File: config.mk
export PLATFORM = sky130hd
export DESIGN_NAME = jump_resolve_unit
export DESIGN_NICKNAME = d
export VERILOG_FILES = /design/src/rtl/jump_resolve_unit.sv
export SDC_FILE = /design/constraint.sdc
export NUM_CORES = 1
export LEC_CHECK = 0
export ABC_AREA = 1
export BUFFER_PORTS_ARGS = -buffer_cell sky130_fd_sc_hd__buf_2
export CAP_MARGIN = 25
export CORE_MARGIN = 5
export CORE_UTILIZATION = 53
export CTS_CLUSTER_SIZE = 12
export DETAILED_ROUTE_END_ITERATION = 16
export GPL_TIMING_DRIVEN = 0
export PLACE_DENSITY = 0.85
export SKIP_LAST_GASP = 1
export SLEW_MARGIN = 10
export SYNTH_ARGS = -nofsm -noshare
export SYNTH_HDL_FRONTEND = slang
export SYNTH_SLANG_ARGS = --single-unit
export TNS_END_PERCENT = 100
File: constraint.sdc
create_clock -name clk -period 2.1 [get_ports clk]
set_clock_uncertainty 0.05 [all_clocks]
set_input_delay 0.42 -clock clk [delete_from_list [all_inputs] [get_ports clk]]
set_output_delay 0.42 -clock clk [all_outputs]
set_load 0.1 [all_outputs]
File: src/rtl/jump_resolve_unit.sv
// Resolves jump opcodes against the flag register (with same-cycle ALU bypass) and redirects fetch.
// Latency: jump accepted in cycle t drives pc_src/branch_target at t+1; flush high for FLUSH_SLOTS cycles.
// Backpressure: stall freezes every register; jops and flag writes are ignored while stalled or flushing.
`ifndef JUMP_BITS
`define JUMP_BITS   4
`define JMP_OP_NOP  4'd0
`define JMP_OP_J    4'd1
`define JMP_OP_JR   4'd2
`define JMP_OP_JEQ  4'd3
`define JMP_OP_JNE  4'd4
`define JMP_OP_JZ   4'd5
`define JMP_OP_JNZ  4'd6
`define JMP_OP_JL   4'd7
`define JMP_OP_JLE  4'd8
`define JMP_OP_JG   4'd9
`define JMP_OP_JGE  4'd10
`define JMP_OP_JO   4'd11
`endif

module jump_resolve_unit #(
    parameter int ADDR_WIDTH  = 16,
    parameter int FLUSH_SLOTS = 2,
    parameter int CNT_WIDTH   = 16
) (
    input  logic                    clk,
    input  logic                    reset,
    input  logic                    stall,
    input  logic [`JUMP_BITS-1:0]   jop,
    input  logic [ADDR_WIDTH-1:0]   imm_target,
    input  logic [ADDR_WIDTH-1:0]   reg_target,
    input  logic                    flag_we,
    input  logic                    alu_z,
    input  logic                    alu_lt,
    input  logic                    alu_gt,
    input  logic                    alu_ov,
    output logic                    pc_src,
    output logic [ADDR_WIDTH-1:0]   branch_target,
    output logic                    flush,
    output logic [3:0]              flags,
    output logic [CNT_WIDTH-1:0]    taken_count
);

    typedef enum logic {IDLE, FLUSH} state_t;

    state_t     state;
    logic [2:0] slot_cnt;
    logic [3:0] alu_flags;
    logic [3:0] eff_flags;
    logic       cond;

    assign alu_flags = {alu_ov, alu_gt, alu_lt, alu_z};

    // A CMP in the same cycle as the jump must win over the stale register.
    always_comb begin
        eff_flags = flag_we ? alu_flags : flags;
        cond      = 1'b0;
        case (jop)
            `JMP_OP_J,
            `JMP_OP_JR:  cond = 1'b1;
            `JMP_OP_JEQ,
            `JMP_OP_JZ:  cond = eff_flags[0];
            `JMP_OP_JNE,
            `JMP_OP_JNZ: cond = !eff_flags[0];
            `JMP_OP_JL:  cond = eff_flags[1];
            `JMP_OP_JLE: cond = eff_flags[1] | eff_flags[0];
            `JMP_OP_JG:  cond = eff_flags[2];
            `JMP_OP_JGE: cond = eff_flags[2] | eff_flags[0];
            `JMP_OP_JO:  cond = eff_flags[3];
            default:     cond = 1'b0;
        endcase
    end

    always_ff @(posedge clk) begin
        if (reset) begin
            state         <= IDLE;
            slot_cnt      <= '0;
            flags         <= '0;
            pc_src        <= 1'b0;
            branch_target <= '0;
            flush         <= 1'b0;
            taken_count   <= '0;
        end else if (!stall) begin
            pc_src <= 1'b0;
            case (state)
                IDLE: begin
                    if (flag_we)
                        flags <= alu_flags;
                    if (cond) begin
                        pc_src        <= 1'b1;
                        branch_target <= (jop == `JMP_OP_JR) ? reg_target : imm_target;
                        taken_count   <= taken_count + CNT_WIDTH'(1);
                        slot_cnt      <= 3'(FLUSH_SLOTS);
                        flush         <= 1'b1;
                        state         <= FLUSH;
                    end
                end
                FLUSH: begin
                    // Wrong-path jops and flag writes are dropped here.
                    slot_cnt <= slot_cnt - 3'd1;
                    if (slot_cnt == 3'd1) begin
                        flush <= 1'b0;
                        state <= IDLE;
                    end
                end
                default: state <= IDLE;
            endcase
        end
    end

endmodule

==> reports/metrics.cfg, run 1 <==
[logic_synthesis]
synth_ff_type = dfxtp_1
yosysMostFrequentCell = nand2_1
synth-edff-count = 0
mappedNetlistArea_um2 = 2270
synth.avg_cell_area_um2 = 7.10
yosysSeqAreaShare_pct = 37.0
synth_cells = 320
syn-num-nets = 367
synth_area_leaders = dfxtp_1 (37%), nand2_1 (10%), nor2_1 (9.1%), mux2_2 (7.9%), a21oi_1 (5.1%)
ys_ff_latch = 42
synth_area_leader_cell = dfxtp_1
synth_cell_type_count = 25
ys_warn_count = 0
synth_commonest_cells = nand2_1 (63), nor2_1 (55), dfxtp_1 (42)
yosys.area.top_type_share_pct = 37.0
async_reset_ff_share_pct = 0

[grt]
grt_max_degree = 14
overflow = 0
grt_pass1_vias = 2148
grtUsageTotal_pct = 20.3
grt_pass1_wl_mm = 8.91
antenna_found_initial = 0

[power]
power.density_nw_per_um2 = 717
p_leak_nw = 1.34
irDropWorstVdd_uv = 384

[final_layout]
syn_to_final_growth_pct = 24.5
diodes = 0
final_util_pct = 69.3
n_fill_cell = 336
multi_input_area_um2 = 1250
nets = 455
seqCellArea_um2 = 845
drive_gt1_share_pct = 30.3

[clock_network]
tritoncts = yes
clk_latency_ns = 0.29
numCtsBuffers = 5
clockRootBuffer = clkbuf_8
cts.sinks = 42
postCtsHoldBufs = 0
clock_path_buffers = 2
clk_pin_slew_worst_paths_ns = 0.08
htreeDepth = 2
post_cts_resized = 0
cts_setup_buffers = 0

[critical_path]
critPathBufInv = 1
startpoint = taken_count[2]$_SDFFE_PP0P_
path_delay_family = buffers and inverters
worst-r2r-cell-count = 7
reg2reg_to = taken_count[14]$_SDFFE_PP0P_
arrival_ns = 1.21
slowest_stage = buf_2
crit_cells = 1
crit_path_max_incr_delay_ns = 0.47
reg2reg_from = taken_count[0]$_SDFFE_PP0P_
startpoint_type = flip-flop
critical_path.endpoint = taken_count[2]
r2r_setup_slack_ns = 0.49
path_cells = buf_2
path_class = flip-flop to output pin
critPathCaptureType = output pin
cp_max_fo = 6
worst_ep_required_time_ns = 1.63

[routing]
drc = 0
postRouteWirelength_mm = 5.50
drtPass1Iterations = 4
ant_nets = 0
avgViaCountPerCell = 4.96
wl_per_cell_um = 12.0
drtIter0Drc = 80
vias = 2277

[floorplanning]
core-area_um2 = 4090
initial_core_util_pct = 55.6
rows = 23
dieArea_um2 = 5700
ioPinCount = 82
fp.dieH_um = 75.5
die_w_um = 75.5

[timing]
post-route-period-util_pct = 79.8
fin_crit_ns = 1.68
hold_viol_final = 0
rsz0062_at_grt = false
maxSlewViolCount = 0
layout_setup_ws_ns = 0.423
slew_headroom_pct = 66.9
setup_tns_ns = 0
setup_viol = 0
worst_pin_slew_ns = 0.500
fmax_ghz = 0.596
hold_slack_ns = 0.364

[worst_hold_path]
whs_path_depth = 3
min_path_type = input port to flip-flop

[place]
dp_hpwl_mm = 4.32
routabilityCongestion = 0.846
pre_cts_ws_ns = 0.186
io_buffers = 81

[run_status]
status = finished, final reports clean

[run]
maxCapViolCount = 0

## layer usage
metal	global-route usage, %	vias up	wire, µm
li1	-	1199	-
met1	23.4	1019	2320
met2	37.1	53	2790
met3	4.22	6	322
met4	6.80	0	67
met5	0	-	0
## worst min path at each step
stage,from,to,slack [ns]
after floorplan,slot_cnt[1]$_SDFFE_PP0P_,slot_cnt[1]$_SDFFE_PP0P_,0.41
after global placement,flush$_SDFFE_PP0P_,flush$_SDFFE_PP0P_,0.40
after detailed placement,flush$_SDFFE_PP0P_,flush$_SDFFE_PP0P_,0.40
after CTS,alu_gt,flags[2]$_SDFFE_PP0P_,0.36
after global routing,alu_ov,flags[3]$_SDFFE_PP0P_,0.38
final,alu_gt,flags[2]$_SDFFE_PP0P_,0.36
## sequential cells by signal (all words and copies together), names as in the netlist
signal         flops
slot_cnt           3
branch_target     16
pc_src             1
flush              1
taken_count       16
state              1
flags              4
## worst reg2reg max path, cell delays in order (launching register included)
cell and delay (ns):
dfxtp_2 0.37, ha_1 0.21, nand3_1 0.16, nor2_1 0.21, nand3_1 0.13, xor2_1 0.17
nand3_1 0.09, a21oi_1 0.15
## final cells by class
class                   instances  share of cell area (%)
multi-input cells             237                    44.0
flip-flops and latches         42                    29.8
repair buffers                 81                    14.3
inverters                      28                    3.71
plain buffers                  13                    2.87
clock buffers                   6                    2.56
well taps                      50                    2.21
clock inverters                 2                   0.486
## layout by cell type (no fill, tap or decap), types with 4 or more instances in the layout
cell      instances
a21oi_1          23
xnor2_1           4
o21ai_0          11
nor2_1           55
buf_2            83
mux2_2           16
clkbuf_8          5
inv_1            25
clkbuf_1          5
nor3_1            6
xor2_1           10
o21ai_1          14
nand3_1          22
dfxtp_1          39
nand2_1          63
## report_power, final
| group | internal, mW | total, mW | leakage, nW | switching, mW |
|---|---|---|---|---|
| Clock | 0.234 | 0.507 | 0.0452 | 0.272 |
| Sequential | 0.847 | 0.873 | 0.344 | 0.0267 |
| Combinational | 0.151 | 0.650 | 0.948 | 0.499 |
## metrics by stage
| stage | power [mW] | std cells | cell area (µm²) |
|---|---|---|---|
| 2_1_floorplan | 1.41 | 320 | 2280 |
| 3_3_place_gp | 1.53 | 451 | 2750 |
| 3_5_place_dp | 1.54 | 451 | 2750 |
| 4_1_cts | 2.05 | 459 | 2830 |
| 5_1_grt | 2.13 | 459 | 2830 |
| 6_report | 2.03 | 459 | 2830 |
## cell families after synthesis
kind of cell / share of synthesized area [%]
mux: 7.93
flops: 37.0
buf+inv: 8.20
compound gates: 11.1
xor+xnor: 5.39
simple gates: 28.7
fa+ha+maj: 1.65
No activity file was read; power rests on OpenSTA's default activity.
==> run 2, diff against run 1 <==
CORE_UTILIZATION = 45   (was 53)
PLACE_DENSITY = 0.76   (was 0.85)
clock period = 1.3 ns   (was 2.1 ns; I/O delays follow)
==> run 2 against run 1 <==
Against the previous run:
- the run now ends with negative setup slack left
- first-iteration DRC count increased by 40%
- via count increased by 2.9%
- die area grew 15%
- hold slack got worse by 0.16 ns
- power up 76%
- design area rose by 16%
- largest power group unchanged
==> reports/metrics.cfg, run 2 (synthesis results as in run 1) <==
[run_status]
status = finished with violations
violations = negative setup slack

[critical_path]
r2r_setup_slack_ns = -0.23
arrival_ns = 1.70
reg2reg_to = taken_count[14]$_SDFFE_PP0P_
reg2reg_from = flags[1]$_SDFFE_PP0P_
worst-r2r-cell-count = 12
cp_max_fo = 10
critPathCaptureType = flip-flop
path_class = flip-flop to flip-flop
startpoint_type = flip-flop
worst_ep_required_time_ns = 1.47

[clock_network]
numCtsBuffers = 5
clock_path_buffers = 2
clk_pin_slew_worst_paths_ns = 0.08
tritoncts = yes
clk_latency_ns = 0.30
cts.sinks = 42
htreeDepth = 2
clockRootBuffer = clkbuf_8
postCtsHoldBufs = 0

[worst_hold_path]
whs_path_depth = 3
hold_end = flags[3]$_SDFFE_PP0P_
hp-start = alu_ov
min_path_type = input port to flip-flop

[power]
p_leak_nw = 1.44
sw_frac_of_total_pct = 38.3
seqPwrFrac_pct = 39.5
power.density_nw_per_um2 = 1090
p_int_mw = 2.21
share_comb_of_total_power_pct = 34.2
clkPwrFrac_pct = 26.3
irDropWorstVdd_uv = 728
p_total_mw = 3.58
p_sw_mw = 1.37

[final_layout]
final_cell_mix = nand2_1 (55), buf_2 (45), nor2_1 (40)
final_common_cell = nand2_1
syn_to_final_growth_pct = 44.4
multi_input_area_um2 = 1400
seqCellArea_um2 = 902
n_fill_cell = 426
reg_top3 = branch_target: 16 flops, taken_count: 16 flops, flags: 4 flops
diodes = 0
final_util_pct = 68.2
drive_gt1_share_pct = 43.9
stdcell_area_um2 = 3280
nets = 461
instances_no_fill = 482

[floorplanning]
fp.dieH_um = 81.1
die_w_um = 81.1
dieArea_um2 = 6570
initial_core_util_pct = 47.2
core-area_um2 = 4820
rows = 25
ioPinCount = 82

[routing]
vias = 2343
avgViaCountPerCell = 4.86
drtPass1Iterations = 4
postRouteWirelength_mm = 5.87
wl_per_cell_um = 12.2
drc = 0
ant_nets = 0
drtIter0Drc = 112

[place]
io_buffers = 81
place_area_um2 = 2860
routabilityCongestion = 0.942
place_inst = 468
dp_hpwl_mm = 4.37

[timing]
hold_viol_final = 0
layout_setup_ws_ns = -0.227
fin_crit_ns = 1.53
fmax_ghz = 0.655
maxSlewViolCount = 0
setup_tns_ns = -7.03
rsz0062_at_grt = true
slew_headroom_pct = 62.9
worst_pin_slew_ns = 0.556
setup_viol = 40
post-route-period-util_pct = 117

[run]
maxCapViolCount = 0

[grt]
grt_pass1_vias = 2305
overflow = 0
antenna_found_initial = 0
grtUsageMet2_pct = 33.7
grtUsageTotal_pct = 19.3
grt_pass1_wl_mm = 10.0
met1_usage_pct = 22.5
grt_max_degree = 13
grt-busiest-layer = met2
grt_util_met3_pct = 6.65

## run 2: cell count changes in the layout (fill, tap and decap cells not counted), sizes merged
cell	delta
clkinv	-2
buf	+6
clkbuf	+2
## run 2: power groups by stage
stage,combinational [mW],sequential (mW),clock [mW]
floorplan,0.346,1.93,0
global placement,1.06,1.42,0
detailed placement,1.07,1.43,0
CTS,1.17,1.40,0.971
global route,1.32,1.43,1.03
finish,1.23,1.42,0.942
## run 2: worst max path at each step
stage,from,end
after floorplan,flags[1]$_SDFFE_PP0P_,taken_count[0]$_SDFFE_PP0P_
after global placement,jop[0],branch_target[5]$_SDFFE_PP0P_
after detailed placement,jop[0],taken_count[15]$_SDFFE_PP0P_
after CTS,flags[1]$_SDFFE_PP0P_,taken_count[14]$_SDFFE_PP0P_
after global routing,flags[1]$_SDFFE_PP0P_,taken_count[0]$_SDFFE_PP0P_
final,flags[1]$_SDFFE_PP0P_,taken_count[14]$_SDFFE_PP0P_
## run 2: critical path: stages, from the launching register on
cell     delay, ns
dfxtp_4       0.35
inv_2         0.04
nand2_2       0.04
nand2_2       0.06
nor2_1        0.04
nor2_1        0.12
nand2_2       0.09
nor2_4        0.13
nand2_4       0.09
nand2_8       0.10
buf_6         0.15
nand2_1       0.06
a21oi_1       0.13
## run 2: routing by layer
metal  vias up  share of wire [%]  wire [µm]
li1       1221                  -          -
met1      1047                 43       2510
met2        67                 49       2860
met3         8                7.4        435
met4         0                1.2         73
met5         -                  0          0
## run 2: repair_timing
| item | 4_1_cts | 5_1_grt |
|---|---|---|
| endpoints found under the hold margin | 0 | 0 |
| endpoints found under the setup margin | 80 | 50 |
| pin swaps | 6 | 6 |
| gates resized for setup | 59 | 37 |
| gates cloned | 2 | 0 |
| buffers inserted | 4 | 0 |
## run 2: cell type report
type	count	area share (%)
well taps	67	2.55
repair buffers	87	17.8
inverters	28	3.43
multi-input cells	237	42.5
clock buffers	8	3.09
plain buffers	13	3.16
flip-flops and latches	42	27.5
## run 2: per-stage QoR
stage / setup slack (ns) / hold WS [ns]
4_1_cts: -0.225 / 0.200
3_5_place_dp: -0.454 / 0.410
2_1_floorplan: -0.289 / 0.363
6_report: -0.227 / 0.206
3_3_place_gp: -0.428 / 0.399
5_1_grt: -0.339 / 0.228
